### src/rtl/wbus_pkg.sv
// Shared definitions for the WBUS arbiter slice.
//   - bus arbitration mode encodings
//   - error counter width
//   - SAP-II bus source indices (position of each driver in src_en/src_data)
//   - small index wrap helper
package wbus_pkg;

  typedef enum logic {
    WBUS_MODE_PRIO = 1'b0,   // highest requesting index wins
    WBUS_MODE_RR   = 1'b1    // rotating start pointer
  } wbus_mode_e;

  localparam int ERR_COUNT_W = 8;

  // SAP-II bus driver positions
  localparam int PC  = 0;
  localparam int ACC = 1;
  localparam int MDR = 2;
  localparam int TMP = 3;
  localparam int B   = 4;
  localparam int C   = 5;
  localparam int ALU = 6;
  localparam int P1  = 7;
  localparam int P2  = 8;

  // (idx + 1) mod n for idx in [0, n-1]
  function automatic int wrap_inc(input int idx, input int n);
    return (idx + 1 >= n) ? 0 : idx + 1;
  endfunction

endpackage

### src/rtl/wbus_arbiter_if.sv
// WBUS source/loader bundle.
//   src_en    per-source bus request
//   src_lock  per-source lock request (only meaningful with src_en)
//   src_data  source i at [i*WIDTH +: WIDTH]
//   bus       current bus value
//   grant     one-hot grant, zero when idle
//   bus_valid any source enabled
//   contention more than one source enabled
// master: bus drivers/loaders side; slave: the arbiter.
interface wbus_arbiter_if #(
  parameter int WIDTH = 16,
  parameter int N_SRC = 9
);
  logic [N_SRC-1:0]       src_en;
  logic [N_SRC-1:0]       src_lock;
  logic [N_SRC*WIDTH-1:0] src_data;
  logic [WIDTH-1:0]       bus;
  logic [N_SRC-1:0]       grant;
  logic                   bus_valid;
  logic                   contention;

  modport master (
    output src_en, src_lock, src_data,
    input  bus, grant, bus_valid, contention
  );

  modport slave (
    input  src_en, src_lock, src_data,
    output bus, grant, bus_valid, contention
  );
endinterface

### src/rtl/wbus_rr_picker.sv
// Rotating find-first: scans req starting at index `start`, wrapping
// modulo N_SRC, and returns the first set request as one-hot and index.
//   req    in  N_SRC  request vector
//   start  in  IDX_W  first index to consider (must be < N_SRC)
//   onehot out N_SRC  selected request, zero if none
//   idx    out IDX_W  selected index, zero if none
module wbus_rr_picker #(
  parameter int N_SRC = 9,
  parameter int IDX_W = $clog2(N_SRC)
) (
  input  logic [N_SRC-1:0] req,
  input  logic [IDX_W-1:0] start,
  output logic [N_SRC-1:0] onehot,
  output logic [IDX_W-1:0] idx
);

  always_comb begin
    int  j;
    logic found;
    onehot = '0;
    idx    = '0;
    found  = 1'b0;
    j      = 0;
    for (int k = 0; k < N_SRC; k++) begin
      j = int'(start) + k;
      if (j >= N_SRC) j = j - N_SRC;
      if (!found && req[j]) begin
        found     = 1'b1;
        idx       = IDX_W'(j);
        onehot[j] = 1'b1;
      end
    end
  end

endmodule

### src/rtl/wbus_arbiter.sv
// Parametrised shared-bus controller for SAP-class CPUs.
// Fixed-priority or round-robin arbitration, multi-cycle locking,
// narrow-source zero-extension, idle hold and contention reporting.
//   CLK        in   system clock, rising edge
//   nCLR       in   asynchronous active-low reset
//   mode       in   0 = fixed priority, 1 = round-robin
//   clr_err    in   synchronous clear of err_sticky / err_count
//   wb         slave modport of wbus_arbiter_if (sources, bus, grant, status)
//   err_sticky out  latched contention
//   err_count  out  saturating contention-cycle count
// Build option: WBUS_ARB_ERR_COUNT_EN builds the err_count counter;
// without it err_count is tied to zero.
module wbus_arbiter
  import wbus_pkg::*;
#(
  parameter int               WIDTH       = 16,
  parameter int               N_SRC       = 9,
  parameter int               NARROW_W    = 8,
  parameter logic [N_SRC-1:0] NARROW_MASK = 9'b1_1111_1110
) (
  input  logic                   CLK,
  input  logic                   nCLR,
  input  logic                   mode,
  input  logic                   clr_err,
  wbus_arbiter_if.slave          wb,
  output logic                   err_sticky,
  output logic [ERR_COUNT_W-1:0] err_count
);

  localparam int               IDX_W       = $clog2(N_SRC);
  localparam logic [WIDTH-1:0] NARROW_BITS = {WIDTH{1'b1}} >> (WIDTH - NARROW_W);

  logic [N_SRC-1:0][WIDTH-1:0] data_m;
  logic [WIDTH-1:0]            hold_q;
  logic [IDX_W-1:0]            rr_ptr;
  logic                        locked;
  logic [IDX_W-1:0]            lock_owner;

  logic [N_SRC-1:0]            rr_oh;
  logic [IDX_W-1:0]            rr_idx;
  logic [N_SRC-1:0]            g_oh;
  logic [IDX_W-1:0]            g_idx;
  logic                        req_any;
  logic                        lock_hold;
  logic                        contention;
  logic [WIDTH-1:0]            sel_data;
  logic [IDX_W-1:0]            ptr_next;

  // Narrow sources only own the low NARROW_W bits; upper bits read as zero.
  for (genvar i = 0; i < N_SRC; i++) begin : g_src
    assign data_m[i] = NARROW_MASK[i] ? (wb.src_data[i*WIDTH +: WIDTH] & NARROW_BITS)
                                      :  wb.src_data[i*WIDTH +: WIDTH];
  end

  wbus_rr_picker #(.N_SRC(N_SRC), .IDX_W(IDX_W)) u_rr (
    .req    (wb.src_en),
    .start  (rr_ptr),
    .onehot (rr_oh),
    .idx    (rr_idx)
  );

  assign req_any    = |wb.src_en;
  assign lock_hold  = locked && wb.src_en[lock_owner];
  assign contention = $countones(wb.src_en) > 1;

  always_comb begin
    g_oh  = '0;
    g_idx = '0;
    if (lock_hold) begin
      // an active lock overrides both modes
      g_idx             = lock_owner;
      g_oh[lock_owner]  = 1'b1;
    end else if (mode == WBUS_MODE_RR) begin
      g_oh  = rr_oh;
      g_idx = rr_idx;
    end else begin
      // ascending scan: last set bit (highest index) wins
      for (int i = 0; i < N_SRC; i++) begin
        if (wb.src_en[i]) begin
          g_oh    = '0;
          g_oh[i] = 1'b1;
          g_idx   = IDX_W'(i);
        end
      end
    end
  end

  assign sel_data = req_any ? data_m[g_idx] : hold_q;
  assign ptr_next = IDX_W'(wrap_inc(int'(g_idx), N_SRC));

  // Combinational outputs are forced quiet while reset is asserted.
  assign wb.bus        = nCLR ? sel_data : '0;
  assign wb.grant      = nCLR ? g_oh     : '0;
  assign wb.bus_valid  = nCLR & req_any;
  assign wb.contention = contention;

  // Any grant implies src_en[g_idx], so the granted source's src_lock alone
  // decides the lock for next cycle: it covers entry, continuation and the
  // release cycle where the owner still drives but drops src_lock.
  always_ff @(posedge CLK or negedge nCLR) begin
    if (!nCLR) begin
      hold_q     <= '0;
      rr_ptr     <= '0;
      locked     <= 1'b0;
      lock_owner <= '0;
    end else if (req_any) begin
      hold_q <= sel_data;
      locked <= wb.src_lock[g_idx];
      if (wb.src_lock[g_idx]) lock_owner <= g_idx;
      else                    rr_ptr     <= ptr_next;
    end else begin
      locked <= 1'b0;
    end
  end

  // clr_err wins over accumulation, but a same-cycle contention still counts.
  always_ff @(posedge CLK or negedge nCLR) begin
    if (!nCLR)            err_sticky <= 1'b0;
    else if (clr_err)     err_sticky <= contention;
    else if (contention)  err_sticky <= 1'b1;
  end

`ifdef WBUS_ARB_ERR_COUNT_EN
  logic [ERR_COUNT_W-1:0] err_cnt_q;

  always_ff @(posedge CLK or negedge nCLR) begin
    if (!nCLR)                              err_cnt_q <= '0;
    else if (clr_err)                       err_cnt_q <= ERR_COUNT_W'(contention);
    else if (contention && err_cnt_q != '1) err_cnt_q <= err_cnt_q + 1'b1;
  end

  assign err_count = err_cnt_q;
`else
  assign err_count = '0;
`endif

endmodule

### src/flat_wrapper.sv
// flat-port wrapper written by rule: the top's interface ports become plain ports
module wbus_arbiter_flat import wbus_pkg::*;
#(
  parameter int               WIDTH       = 16,
  parameter int               N_SRC       = 9,
  parameter int               NARROW_W    = 8,
  parameter logic [N_SRC-1:0] NARROW_MASK = 9'b1_1111_1110
)
  (CLK, nCLR, mode, clr_err, err_sticky, err_count, wb_src_en, wb_src_lock, wb_src_data, wb_bus, wb_grant, wb_bus_valid, wb_contention);
  wbus_arbiter_if #(.WIDTH(WIDTH), .N_SRC(N_SRC)) wb_i ();
  input  logic CLK;
  input  logic nCLR;
  input  logic mode;
  input  logic clr_err;
  output logic err_sticky;
  output logic [ERR_COUNT_W-1:0] err_count;
  input wire logic [$bits(wb_i.src_en)-1:0] wb_src_en;
  input wire logic [$bits(wb_i.src_lock)-1:0] wb_src_lock;
  input wire logic [$bits(wb_i.src_data)-1:0] wb_src_data;
  output wire logic [$bits(wb_i.bus)-1:0] wb_bus;
  output wire logic [$bits(wb_i.grant)-1:0] wb_grant;
  output wire logic [$bits(wb_i.bus_valid)-1:0] wb_bus_valid;
  output wire logic [$bits(wb_i.contention)-1:0] wb_contention;
  assign wb_i.src_en = wb_src_en;
  assign wb_i.src_lock = wb_src_lock;
  assign wb_i.src_data = wb_src_data;
  assign wb_bus = wb_i.bus;
  assign wb_grant = wb_i.grant;
  assign wb_bus_valid = wb_i.bus_valid;
  assign wb_contention = wb_i.contention;
  wbus_arbiter #(.WIDTH(WIDTH), .N_SRC(N_SRC), .NARROW_W(NARROW_W), .NARROW_MASK(NARROW_MASK)) u_core (.CLK(CLK), .nCLR(nCLR), .mode(mode), .clr_err(clr_err), .wb(wb_i), .err_sticky(err_sticky), .err_count(err_count));
endmodule
### config.mk
export PLATFORM = sky130hd
export DESIGN_NAME = wbus_arbiter_flat
export DESIGN_NICKNAME = d
export VERILOG_FILES = /design/src/rtl/wbus_pkg.sv /design/src/rtl/wbus_arbiter_if.sv /design/src/rtl/wbus_rr_picker.sv /design/src/rtl/wbus_arbiter.sv /design/src/flat_wrapper.sv
export SDC_FILE = /design/constraint.sdc
export NUM_CORES = 1
export LEC_CHECK = 0
export BUFFER_PORTS_ARGS = -buffer_cell sky130_fd_sc_hd__buf_2
export CAP_MARGIN = 20
export CORE_MARGIN = 5
export CORE_UTILIZATION = 50
export DETAILED_ROUTE_END_ITERATION = 10
export PLACE_DENSITY_LB_ADDON = 0.1
export SLEW_MARGIN = 20
export SYNTH_ARGS = -nofsm -noshare
export SYNTH_HDL_FRONTEND = slang
export SYNTH_SLANG_ARGS = --single-unit
### constraint.sdc
create_clock -name CLK -period 5.6 [get_ports CLK]
set_input_delay 0.28 -clock CLK [delete_from_list [all_inputs] [get_ports CLK]]
set_output_delay 0.28 -clock CLK [all_outputs]
set_load 0.02 [all_outputs]
Word level (Yosys, flattened, before mapping)
Index checks and enable logic that the tools add are counted.
Storage, ports and cells
  flip-flop bits (word level): 26
  input port bits: 166
  output and inout port bits: 36
  word-level logic and storage cells: 220
Operators by class
  add/sub/neg operators: 26
  magnitude comparators: 32
  mux-type cells: 116
  bitwise operators: 10
  reduce and logical (&&, ||, !) cells: 31
Operators by type and width (number)
  32-bit by 1-bit >= comparator with 1-bit output, second input constant: 9
  32-bit by 6-bit < comparator with 1-bit output, second input constant: 9
  32-bit two-way mux: 9
  9-bit two-way mux: 20
  32-bit adder: 3
  9-bit OR: 8
  16-bit binary-select mux with 4-bit select: 1
  4-bit two-way mux: 13
  16-bit two-way mux: 3
  5-bit by 4-bit subtractor with 6-bit output, second input constant: 8
  5-bit by 4-bit >= comparator with 1-bit output, second input constant: 9
  1-bit binary-select mux with 4-bit select: 11
  1-bit two-way mux: 43
  1-bit demux with 4-bit select: 10
  32-bit by 1-bit adder with 32-bit output: 1
  32-bit by 2-bit > comparator with 1-bit output, second input constant: 1
  4-bit by 3-bit adder with 5-bit output, second input constant: 4
  1-bit logical AND: 19
  3-bit two-way mux: 4
  4-bit by 1-bit adder with 5-bit output, second input constant: 2
  4-bit by 2-bit adder with 5-bit output, second input constant: 2
  4-bit by 5-bit < comparator with 1-bit output, second input constant: 2
  9-bit OR reduction: 1
  1-bit by 1-bit adder with 2-bit output: 4
  other kinds (10): 19

Depth between registers and ports, before layout
Gate-level depths: netlist of run 1.
  word-level depth: 36
  mapped depth: 25
  mapped depth without buffers: 20

By module
Synthesis of run 1 repeated with hierarchy kept, for this count alone.
Unflattened totals
  cells, all modules: 1138
  area, all modules: 7990.2 um^2
Modules (own cells, without submodules)
  wbus_rr_picker: times used 1, cells an instance 752, area each 5059.9 um^2, sequential area each 0.0 um^2
  wbus_arbiter: times used 1, cells an instance 386, area each 2930.3 um^2, sequential area each 650.6 um^2

Worst setup path after synthesis of run 1
No wires, ideal clock.
  kind: reg2out
  start point: register u_core.rr_ptr[0]
  end point: output wb_grant[7]
  arrival: 5.431 ns
  required time: 5.320 ns
  setup slack: -0.111 ns
  stages on the path, launching flop included: 22
  path buffers: 5
  path through: dfrtp_1 > buf_4 > inv_2 > clkbuf_1 > buf_1 > ha_1 > nor2b_1 > buf_2 > or3_4 > o21ai_4 > mux2_4 > a32o_2 > nor3_4 > or4b_1 > buf_2 > nor4_1 > nand2_1 > o22ai_1 > nor3_1 > a21oi_1 > a311oi_1 > a211oi_1
Between the ends
  cells in the longest elaborated chain, start to end: 33
  elaborated cells on any way between the ends: 151
  those cells by class: add/sub (17); order compare (27); mux (74); bitwise (8); reduce/logical (25)
RTL lines
  from (decl): line wbus_arbiter.sv:35  | logic [IDX_W-1:0] rr_ptr;
  from (signal assigned): line wbus_arbiter.sv:110  | else rr_ptr <= ptr_next;
  parallel branches: the longest is 29 deep, another holds 32-bit by 1-bit >= comparator with 1-bit output
  9-bit two-way mux *: line wbus_rr_picker.sv:27  | if (!found && req[j]) begin
  9-bit two-way mux *: line wbus_arbiter.sv:73  | end else if (mode == WBUS_MODE_RR) begin
  9-bit two-way mux *: line wbus_arbiter.sv:69  | if (lock_hold) begin
  9-bit two-way mux *: line wbus_arbiter.sv:93  | assign wb.grant = nCLR ? g_oh : '0;
  to (decl): line flat_wrapper.sv:21  | output wire logic [$bits(wb_i.grant)-1:0] wb_grant;
Every way passes the cells marked *. The select of a mux whose other input is x is not followed.

Final worst setup path of run 1
  start point: register u_core.rr_ptr[1]
  end point: output wb_bus[0]
Between the ends
  cells in the longest elaborated chain, start to end: 36
  elaborated cells on any way between the ends: 101
  those cells by class: add/sub (17); order compare (9); mux (59); reduce/logical (16)
RTL lines
  parallel branches: the longest is 29 deep, another holds 5-bit by 4-bit subtractor with 6-bit output
  4-bit two-way mux *: line wbus_rr_picker.sv:27
  4-bit two-way mux *: line wbus_arbiter.sv:73
  4-bit two-way mux *: line wbus_arbiter.sv:69
  16-bit binary-select mux with 4-bit select *: line wbus_arbiter.sv:88  | assign sel_data = req_any ? data_m[g_idx] : hold_q;
  16-bit two-way mux (not written as such) *: line wbus_arbiter.sv:88
  16-bit two-way mux *: line wbus_arbiter.sv:88
  16-bit two-way mux *: line wbus_arbiter.sv:92  | assign wb.bus = nCLR ? sel_data : '0;
  to (decl): line flat_wrapper.sv:20  | output wire logic [$bits(wb_i.bus)-1:0] wb_bus;
Marks and branches as above.

==> results.sh, run 1 <==
export IMPL_wire_per_inst_um=24.3
export IMPL_first_pass_iters=6
export IMPL_synth_compound_area_share_pct=35.9
export IMPL_synth_top_family_by_area="compound AO/OA/AOI/OAI gates"
export IMPL_synth_xor_area_share_pct=3.28
export IMPL_ys_types=121
export IMPL_synthMuxAreaShare_pct=12.6
export IMPL_nets=1476
export IMPL_syn_area_mm2=0.00798
export IMPL_grt_pass1_wl_um=53100
export IMPL_whs_ns=0.124
export IMPL_drt_initial_drc_count=1265
export IMPL_yosysMostFrequentCell="nand2_1"
export IMPL_r2r_end="u_core.rr_ptr[3]$_DFFE_PN0P_"
export IMPL_area_growth_pct=28.9
export IMPL_cp_end_kind="primary output"
export IMPL_io_pins=202
export IMPL_drc=0
export IMPL_synth_edff_count=0
export IMPL_cts_root_buf="clkbuf_16"
export IMPL_h_tree_depth=1
export IMPL_synth_seq_cells=26
export IMPL_synthTopCellsByArea="dfrtp_1 8.2%, ha_1 6.0%, mux2i_1 5.9%, nand2_1 4.1%, nor2_1 3.8%"
export IMPL_die_h_um=136
export IMPL_maxSlewHeadroom_pct=41.0
export IMPL_arrival_ns=5.24
export IMPL_reg2reg_from="u_core.rr_ptr[1]$_DFFE_PN0P_"
export IMPL_cts_hold_buf=0
export IMPL_grt_max_degree=55
export IMPL_io_buffers=129
export IMPL_drive_above_1_share_pct=36.5
export IMPL_rrSetupSlack_ns=0.10
export IMPL_status="completed"
export IMPL_viasPerCell=6.75
export IMPL_async_flop_share_pct=100
export IMPL_antenna_found_initial=1
export IMPL_grt_overflow=0
export IMPL_path_class="reg2out"
export IMPL_post_route_min_period_ns=5.52
export IMPL_synth_commonest_cells="87 x nand2_1, 81 x nor2_1, 60 x a21oi_1, 53 x o21ai_0, 47 x mux2i_1"
export IMPL_diodes=0
export IMPL_grt_pass1_vias=9104
export IMPL_rsz0062_at_grt="yes"
export IMPL_start_util_pct=50.6
export IMPL_synthAdderAreaFrac_pct=7.21
export IMPL_cap_violations=0
export IMPL_gp_congestion=1.04
export IMPL_fp_dieW_um=136
export IMPL_cts_buffer_depth=2
export IMPL_setup_viol=0
export IMPL_synth_area_leader_cell="dfrtp_1"
export IMPL_ys_flop_type="dfrtp_1"
export IMPL_period_share_pct=98.6
export IMPL_numCtsBuffers=3
export IMPL_synth_seq_area_share_pct=8.16
export IMPL_cts_tree="built"
export IMPL_num_vias=10000
export IMPL_hold_class="in2async"
export IMPL_ff2ff_path_depth=22
export IMPL_hpwl_um=27300
export IMPL_clk_latency_ns=0.27
export IMPL_path_clk_slew_ns=0.07
export IMPL_wl_um=36000
export IMPL_yosysWarnings=0
export IMPL_path_max_fanout=8
export IMPL_synth_area_per_cell_um2=7.53
export IMPL_synthSimpleGateAreaFrac_pct=25.2
export IMPL_cp_data_required_time_ns=5.32
export IMPL_fmax_ghz=0.181
export IMPL_yosys_area_top_type_share_pct=8.16
export IMPL_worst_slew_pin_slew_ns=0.885
export IMPL_slew_violations=0
export IMPL_cts_sinks=26
export IMPL_core_mm2=0.0158
export IMPL_dieArea_mm2=0.0186
export IMPL_finClkSkew_ns=0.00732
export IMPL_antenna_left=0
export IMPL_std_cell_rows=46
export IMPL_grt_usage_pct=36.6
export IMPL_start_kind="register"
export IMPL_synth_cells=1060
export IMPL_hold_viol=0
flip-flops by register name, summed over array words and instances (netlist names):
register and count:
u_core.hold_q 16, u_core.lock_owner 4, u_core.rr_ptr 4, u_core.err_sticky 1, u_core.locked 1
cell families after synthesis:
family,Yosys count
AND/OR/NAND/NOR,380
flip-flops,26
other,1
XOR/XNOR,24
adder cells (fa/ha/maj),43
multiplexers,85
AO/OA/AOI/OAI,379
buffers and inverters,122
critical path: stages (launching register included):
cell and delay, ns:
dfrtp_1 0.42, clkinvlp_4 0.13, buf_12 0.16, ha_4 0.20
buf_4 0.17, nand2b_1 0.16, and3_1 0.20, o31ai_1 0.28
o311ai_1 0.21, a221oi_4 0.50, nor2_2 0.08, o2111a_1 0.26
o32a_1 0.38, o31a_1 0.36, o21ai_4 0.33, clkbuf_16 0.23
mux2_1 0.32, o22ai_1 0.16, o31ai_2 0.10, and2_1 0.17
buf_2 0.16
worst max-delay path by stage:
stage	end	startpoint	slack (ns)
finish	wb_bus[0]	u_core.rr_ptr[1]$_DFFE_PN0P_	0.08
global route	wb_bus[7]	u_core.rr_ptr[1]$_DFFE_PN0P_	-0.07
CTS	wb_bus[7]	u_core.rr_ptr[2]$_DFFE_PN0P_	0.002
detailed placement	wb_bus[15]	u_core.rr_ptr[1]$_DFFE_PN0P_	0.07
global placement	wb_bus[12]	u_core.rr_ptr[1]$_DFFE_PN0P_	0.15
floorplan	wb_bus[1]	u_core.rr_ptr[1]$_DFFE_PN0P_	0.12
metal layers:
layer | GRT usage, % | part of all wire, % | vias to the layer above
met3 | 7.66 | 11 | 126
met1 | 51.3 | 41 | 4753
met2 | 56.2 | 44 | 666
met5 | 0 | 0 | -
met4 | 11.5 | 4.2 | 0
li1 | - | - | 4459
stage by stage:
stage	TNS (ns)	cell area [um^2]	worst slack, ns	cells	utilization, %
after detailed placement	0	9420	0.0723	1449	59.7
final	0	10300	0.0771	1482	65.2
after global routing	-0.872	10300	-0.0716	1482	65.2
after floorplan	0	8010	0.116	1067	-
after CTS	0	9720	0.00182	1458	61.7
after global placement	0	9420	0.148	1449	59.7
cell usage in the layout (no fill, tap or decap), types with 9 or more instances in the layout:
cell type	instances
buf_4	136
buf_2	124
nand2_1	84
nor2_1	74
a21oi_1	60
o21ai_0	52
mux2i_1	45
inv_1	31
nor3_1	27
nand3_1	26
ha_1	24
and2_1	23
dfrtp_1	23
a31oi_1	19
a22oi_1	17
o211ai_1	17
o22ai_1	17
mux2_2	17
nor2b_1	15
a21o_1	15
nand4_1	15
nand2b_1	14
xnor2_1	14
and3_1	12
nor4_1	11
a211oi_1	10
a22o_1	10
o31ai_1	10
a221oi_1	9
layout make-up:
| class | instances | area [um^2] |
|---|---|---|
| multi-input cells | 919 | 7180 |
| fillers | 1466 | 5480 |
| repair buffers | 276 | 1930 |
| flip-flops and latches | 26 | 654 |
| well taps | 216 | 270 |
| inverters | 41 | 165 |
| clock buffers | 4 | 88.8 |
repair_timing:
item	CTS	global route
hold endpoints to repair	0	0
gates cloned	1	2
buffers inserted	4	22
resized for setup	28	81
pin swaps	1	17
endpoints found under the setup margin	18	28
Power of run 1 is left out: the tool's default activity adds up to more than one toggle a clock period on the data nets, which glitch-free logic cannot reach.
==> run 2: changes to the inputs <==
Settings changed: REMOVE_ABC_BUFFERS from default to 1.
==> results.sh, run 2 (same netlist as run 1, synthesis figures left out) <==
export IMPL_status="completed"
export IMPL_path_class="reg2out"
export IMPL_std_cell_rows=46
export IMPL_viasPerCell=6.70
export IMPL_h_tree_depth=1
export IMPL_dieArea_mm2=0.0186
export IMPL_hold_viol=0
export IMPL_clk_latency_ns=0.26
export IMPL_grt_pass1_vias=8848
export IMPL_start_kind="register"
export IMPL_antenna_found_initial=0
export IMPL_gp_congestion=1.10
export IMPL_slew_violations=0
export IMPL_instances_no_fill=1463
export IMPL_io_buffers=129
export IMPL_area_growth_pct=25.1
export IMPL_fp_dieW_um=136
export IMPL_worst_slew_pin_slew_ns=0.873
export IMPL_final_common_cell="buf_2"
export IMPL_antenna_left=0
export IMPL_drt_initial_drc_count=1061
export IMPL_placed_area_mm2=0.00926
export IMPL_first_pass_iters=9
export IMPL_post_route_min_period_ns=5.54
export IMPL_cp_end_kind="primary output"
export IMPL_cts_sinks=26
export IMPL_layout_common_cells="128 x buf_2, 115 x buf_4, 85 x nand2_1"
export IMPL_drive_above_1_share_pct=33.4
export IMPL_fmax_ghz=0.181
export IMPL_grt_usage_pct=35.3
export IMPL_largest_register_ffs=16
export IMPL_largest_register="u_core.hold_q"
export IMPL_cp_data_required_time_ns=5.32
export IMPL_start_util_pct=50.6
export IMPL_wl_um=34900
export IMPL_arrival_ns=5.26
export IMPL_nets=1457
export IMPL_die_h_um=136
export IMPL_maxSlewHeadroom_pct=41.8
export IMPL_reg_top3="u_core.hold_q x16, u_core.lock_owner x4, u_core.rr_ptr x4"
export IMPL_path_clk_slew_ns=0.07
export IMPL_cts_tree="built"
export IMPL_wire_per_inst_um=23.9
export IMPL_num_vias=9801
export IMPL_io_pins=202
export IMPL_setup_viol=0
export IMPL_hold_class="in2async"
export IMPL_core_mm2=0.0158
export IMPL_grt_max_degree=49
export IMPL_cts_hold_buf=0
export IMPL_cap_violations=0
export IMPL_fin_area_mm2=0.00998
export IMPL_period_share_pct=98.9
export IMPL_grt_overflow=0
export IMPL_cts_buffer_depth=2
export IMPL_hpwl_um=26600
export IMPL_dp_cells=1429
export IMPL_numCtsBuffers=3
export IMPL_finClkSkew_ns=0.00254
export IMPL_finalSetupTns_ns=0
export IMPL_diodes=0
export IMPL_cts_root_buf="clkbuf_16"
export IMPL_path_max_fanout=23
export IMPL_grt_pass1_wl_um=51000
export IMPL_drc=0
## run 2: final timing paths
path	startpoint	to	slack (ns)	cells past startpoint
worst min register to register	u_core.err_sticky$_DFFE_PN0P_	u_core.err_sticky$_DFFE_PN0P_	0.48	1
max in group asynchronous	nCLR	u_core.rr_ptr[0]$_DFFE_PN0P_	4.86	1
min in group CLK	wb_src_data[10]	u_core.hold_q[10]$_DFFE_PN0N_	0.25	2
worst max register to register	u_core.rr_ptr[2]$_DFFE_PN0P_	u_core.lock_owner[0]$_DFFE_PN0P_	0.33	18
worst min-delay path	nCLR	u_core.hold_q[12]$_DFFE_PN0N_	0.13	1
worst max-delay path	u_core.rr_ptr[2]$_DFFE_PN0P_	wb_bus[3]	0.06	19
## run 2: what timing repair did
item | in CTS | in global routing
pin swaps | 1 | 15
hold endpoints to repair | 0 | 0
endpoints found under the setup margin | 18 | 27
setup buffers | 2 | 25
resized for setup | 12 | 66
cloned | 0 | 3
## run 2: stage by stage
| step | hold WS [ns] | setup slack, ns | util [%] |
|---|---|---|---|
| floorplan | -0.0156 | -2.48 | - |
| global placement | 0.431 | 0.0751 | 58.7 |
| detailed placement | 0.429 | 0.0501 | 58.7 |
| CTS | 0.147 | 0.00680 | 59.7 |
| global route | 0.203 | -0.0788 | 63.3 |
| finish | 0.128 | 0.0626 | 63.3 |
## run 2: layer usage
metal	wire, um	GRT usage [%]
met1	14200	50.8
met2	15200	53.2
met3	3930	5.44
met4	1590	12.9
met5	0	0
## run 2: cell type report
class	instances	area (um^2)
clock buffers	4	88.8
fillers	1519	5790
inverters	41	166
multi-input cells	919	7050
flip-flops and latches	26	654
well taps	216	270
repair buffers	257	1750
## run 2: worst max-delay path, stage by stage (launching register included)
cell and delay (ns):
dfrtp_2 0.46, buf_12 0.18, ha_1 0.23, buf_12 0.17, nand2b_1 0.20, a211o_1 0.39
nand2_4 0.14, nor3_1 0.08, o31ai_2 0.40, nand4_1 0.32, or4b_4 0.67, o311ai_4 0.38
o21ai_4 0.09, buf_12 0.16, clkbuf_16 0.17, mux2i_1 0.13, a21o_1 0.19, o31ai_2 0.27
and2_1 0.18, buf_4 0.15
Power of run 2 is left out for the same reason.
==> run 3: changes to the inputs <==
Clock period 5.6 ns to 6.3 ns, I/O delays scaled along.
==> results.sh, run 3 (same netlist as run 1, synthesis figures left out) <==
export IMPL_reg_top3="u_core.hold_q x16, u_core.lock_owner x4, u_core.rr_ptr x4"
export IMPL_io_buffers=129
export IMPL_area_growth_pct=13.8
export IMPL_cts_hold_buf=0
export IMPL_cap_violations=0
export IMPL_slew_violations=0
export IMPL_io_pins=202
export IMPL_hold_viol=0
export IMPL_path_clk_slew_ns=0.07
export IMPL_worst_slew_pin_slew_ns=0.882
export IMPL_final_util_pct=57.6
export IMPL_die_h_um=136
export IMPL_diodes=0
export IMPL_antenna_left=0
export IMPL_drc=0
export IMPL_fmax_ghz=0.163
export IMPL_grt_overflow=0
export IMPL_gp_congestion=1.07
export IMPL_post_route_min_period_ns=6.14
export IMPL_cp_slowest_cell="o21ai_0"
export IMPL_cp_end_kind="primary output"
export IMPL_setup_viol=0
export IMPL_nets=1382
export IMPL_grt_max_degree=57
export IMPL_clk_latency_ns=0.27
export IMPL_path_common_cell="buf_4"
export IMPL_multi_input_area_mm2=0.00680
export IMPL_std_cell_rows=46
export IMPL_dieArea_mm2=0.0186
export IMPL_ff_latch_area_um2=653
export IMPL_start_util_pct=50.6
export IMPL_hpwl_um=25900
export IMPL_cts_root_buf="clkbuf_16"
export IMPL_num_fill_cells=1576
export IMPL_cts_sinks=26
export IMPL_worst_path_buf_inv=5
export IMPL_viasPerCell=6.72
export IMPL_core_mm2=0.0158
export IMPL_path_max_fanout=12
export IMPL_drive_above_1_share_pct=26.3
export IMPL_slowest_delay_ns=0.48
export IMPL_largest_register_ffs=16
export IMPL_arrival_ns=5.83
export IMPL_antenna_found_initial=0
export IMPL_fp_dieW_um=136
export IMPL_start_kind="register"
export IMPL_wire_per_inst_um=24.1
export IMPL_crit_family="simple AND/OR/NAND/NOR gates"
export IMPL_first_pass_iters=6
export IMPL_finClkSkew_ns=0.00473
export IMPL_final_common_cell="buf_2"
export IMPL_cts_buffer_depth=2
export IMPL_path_class="reg2out"
export IMPL_maxSlewHeadroom_pct=41.2
export IMPL_grt_usage_pct=34.8
export IMPL_cp_cell_sequence="buf_4 -> ha_1 -> buf_4 -> nor2b_1 -> buf_4 -> or3_4 -> o21ai_4 -> mux2_4 -> a32o_2 -> nor3_4 -> nand4_1 -> o21ai_0 -> a31oi_1 -> a21oi_1 -> nand2b_1 -> nor3_4 -> buf_12 -> a22o_1 -> and2_1 -> buf_2"
export IMPL_numCtsBuffers=3
export IMPL_drt_initial_drc_count=1255
export IMPL_cts_tree="built"
export IMPL_num_vias=9322
export IMPL_largest_register="u_core.hold_q"
export IMPL_hold_class="in2async"
export IMPL_status="completed"
export IMPL_wl_um=33400
export IMPL_period_share_pct=97.5
export IMPL_finalSetupTns_ns=0
export IMPL_grt_pass1_vias=8580
export IMPL_h_tree_depth=1
export IMPL_grt_pass1_wl_um=50000
export IMPL_cp_data_required_time_ns=5.98
export IMPL_rsz0062_at_grt="no"
export IMPL_layout_common_cells="129 x buf_2, 86 x nand2_1, 80 x nor2_1"
==> run 3: cell count changes in the layout (fill, tap and decap cells not counted), sizes merged <==
cell    delta
clkbuf     -4
bufinv     +1
buf       -72
==> run 3: layout make-up <==
type / instances / area share (%)
flip-flops and latches: 26 / 7.20
repair buffers: 182 / 12.0
multi-input cells: 919 / 74.9
well taps: 216 / 2.98
clock buffers: 3 / 0.827
clock inverters: 1 / 0.331
inverters: 41 / 1.75
==> run 3: worst register-to-register path, cell delays in order (launching register included) <==
cell and delay [ns]:
dfrtp_1 0.41, buf_4 0.24, ha_1 0.35, buf_4 0.23, nor2b_1 0.14, buf_4 0.16, or3_4 0.35, o21ai_4 0.15
mux2_4 0.37, a32o_2 0.33, nor3_4 0.37, nand4_1 0.40, nor2_1 0.40, o31a_1 0.29, o21ai_4 0.08, buf_12 0.20
o32a_1 0.36, o211a_2 0.18, nor3_4 0.27, mux2_4 0.33
==> run 3: what timing repair did <==
| action | 4_1_cts | 5_1_grt |
|---|---|---|
| gates resized for setup | 1 | 14 |
| setup endpoints to repair | 1 | 17 |
| setup buffers | 0 | 4 |
| pin swaps | 0 | 3 |
==> run 3: stage by stage <==
step           std cells  cell area (um^2)  setup WS (ns)  hold slack, ns
6_report            1388              9080          0.155           0.165
3_5_place_dp        1380              8880          0.283           0.479
2_1_floorplan        986              7550          -1.78          0.0194
4_1_cts             1384              8990          0.105           0.189
5_1_grt             1388              9080         0.0189           0.226
3_3_place_gp        1380              8880          0.340           0.474
==> run 3: worst paths after layout <==
path	from	endpoint	slack, ns	cells past startpoint
max	u_core.rr_ptr[2]$_DFFE_PN0P_	wb_bus[8]	0.16	20
min	nCLR	u_core.hold_q[13]$_DFFE_PN0N_	0.16	1
max reg2reg	u_core.rr_ptr[2]$_DFFE_PN0P_	u_core.lock_owner[1]$_DFFE_PN0P_	0.58	19
min reg2reg	u_core.err_sticky$_DFFE_PN0P_	u_core.err_sticky$_DFFE_PN0P_	0.50	1
max in group asynchronous	nCLR	u_core.rr_ptr[0]$_DFFE_PN0P_	5.53	1
min in group CLK	wb_src_data[10]	u_core.hold_q[10]$_DFFE_PN0N_	0.28	2
==> run 3: metal layers <==
layer	track usage, %	vias up	share of wire, %
met4	12.8	0	4.5
met3	8.11	113	11
li1	-	4278	-
met2	51.8	561	43
met5	0	-	0
met1	48.9	4370	42
Power of run 3 is left out for the same reason.
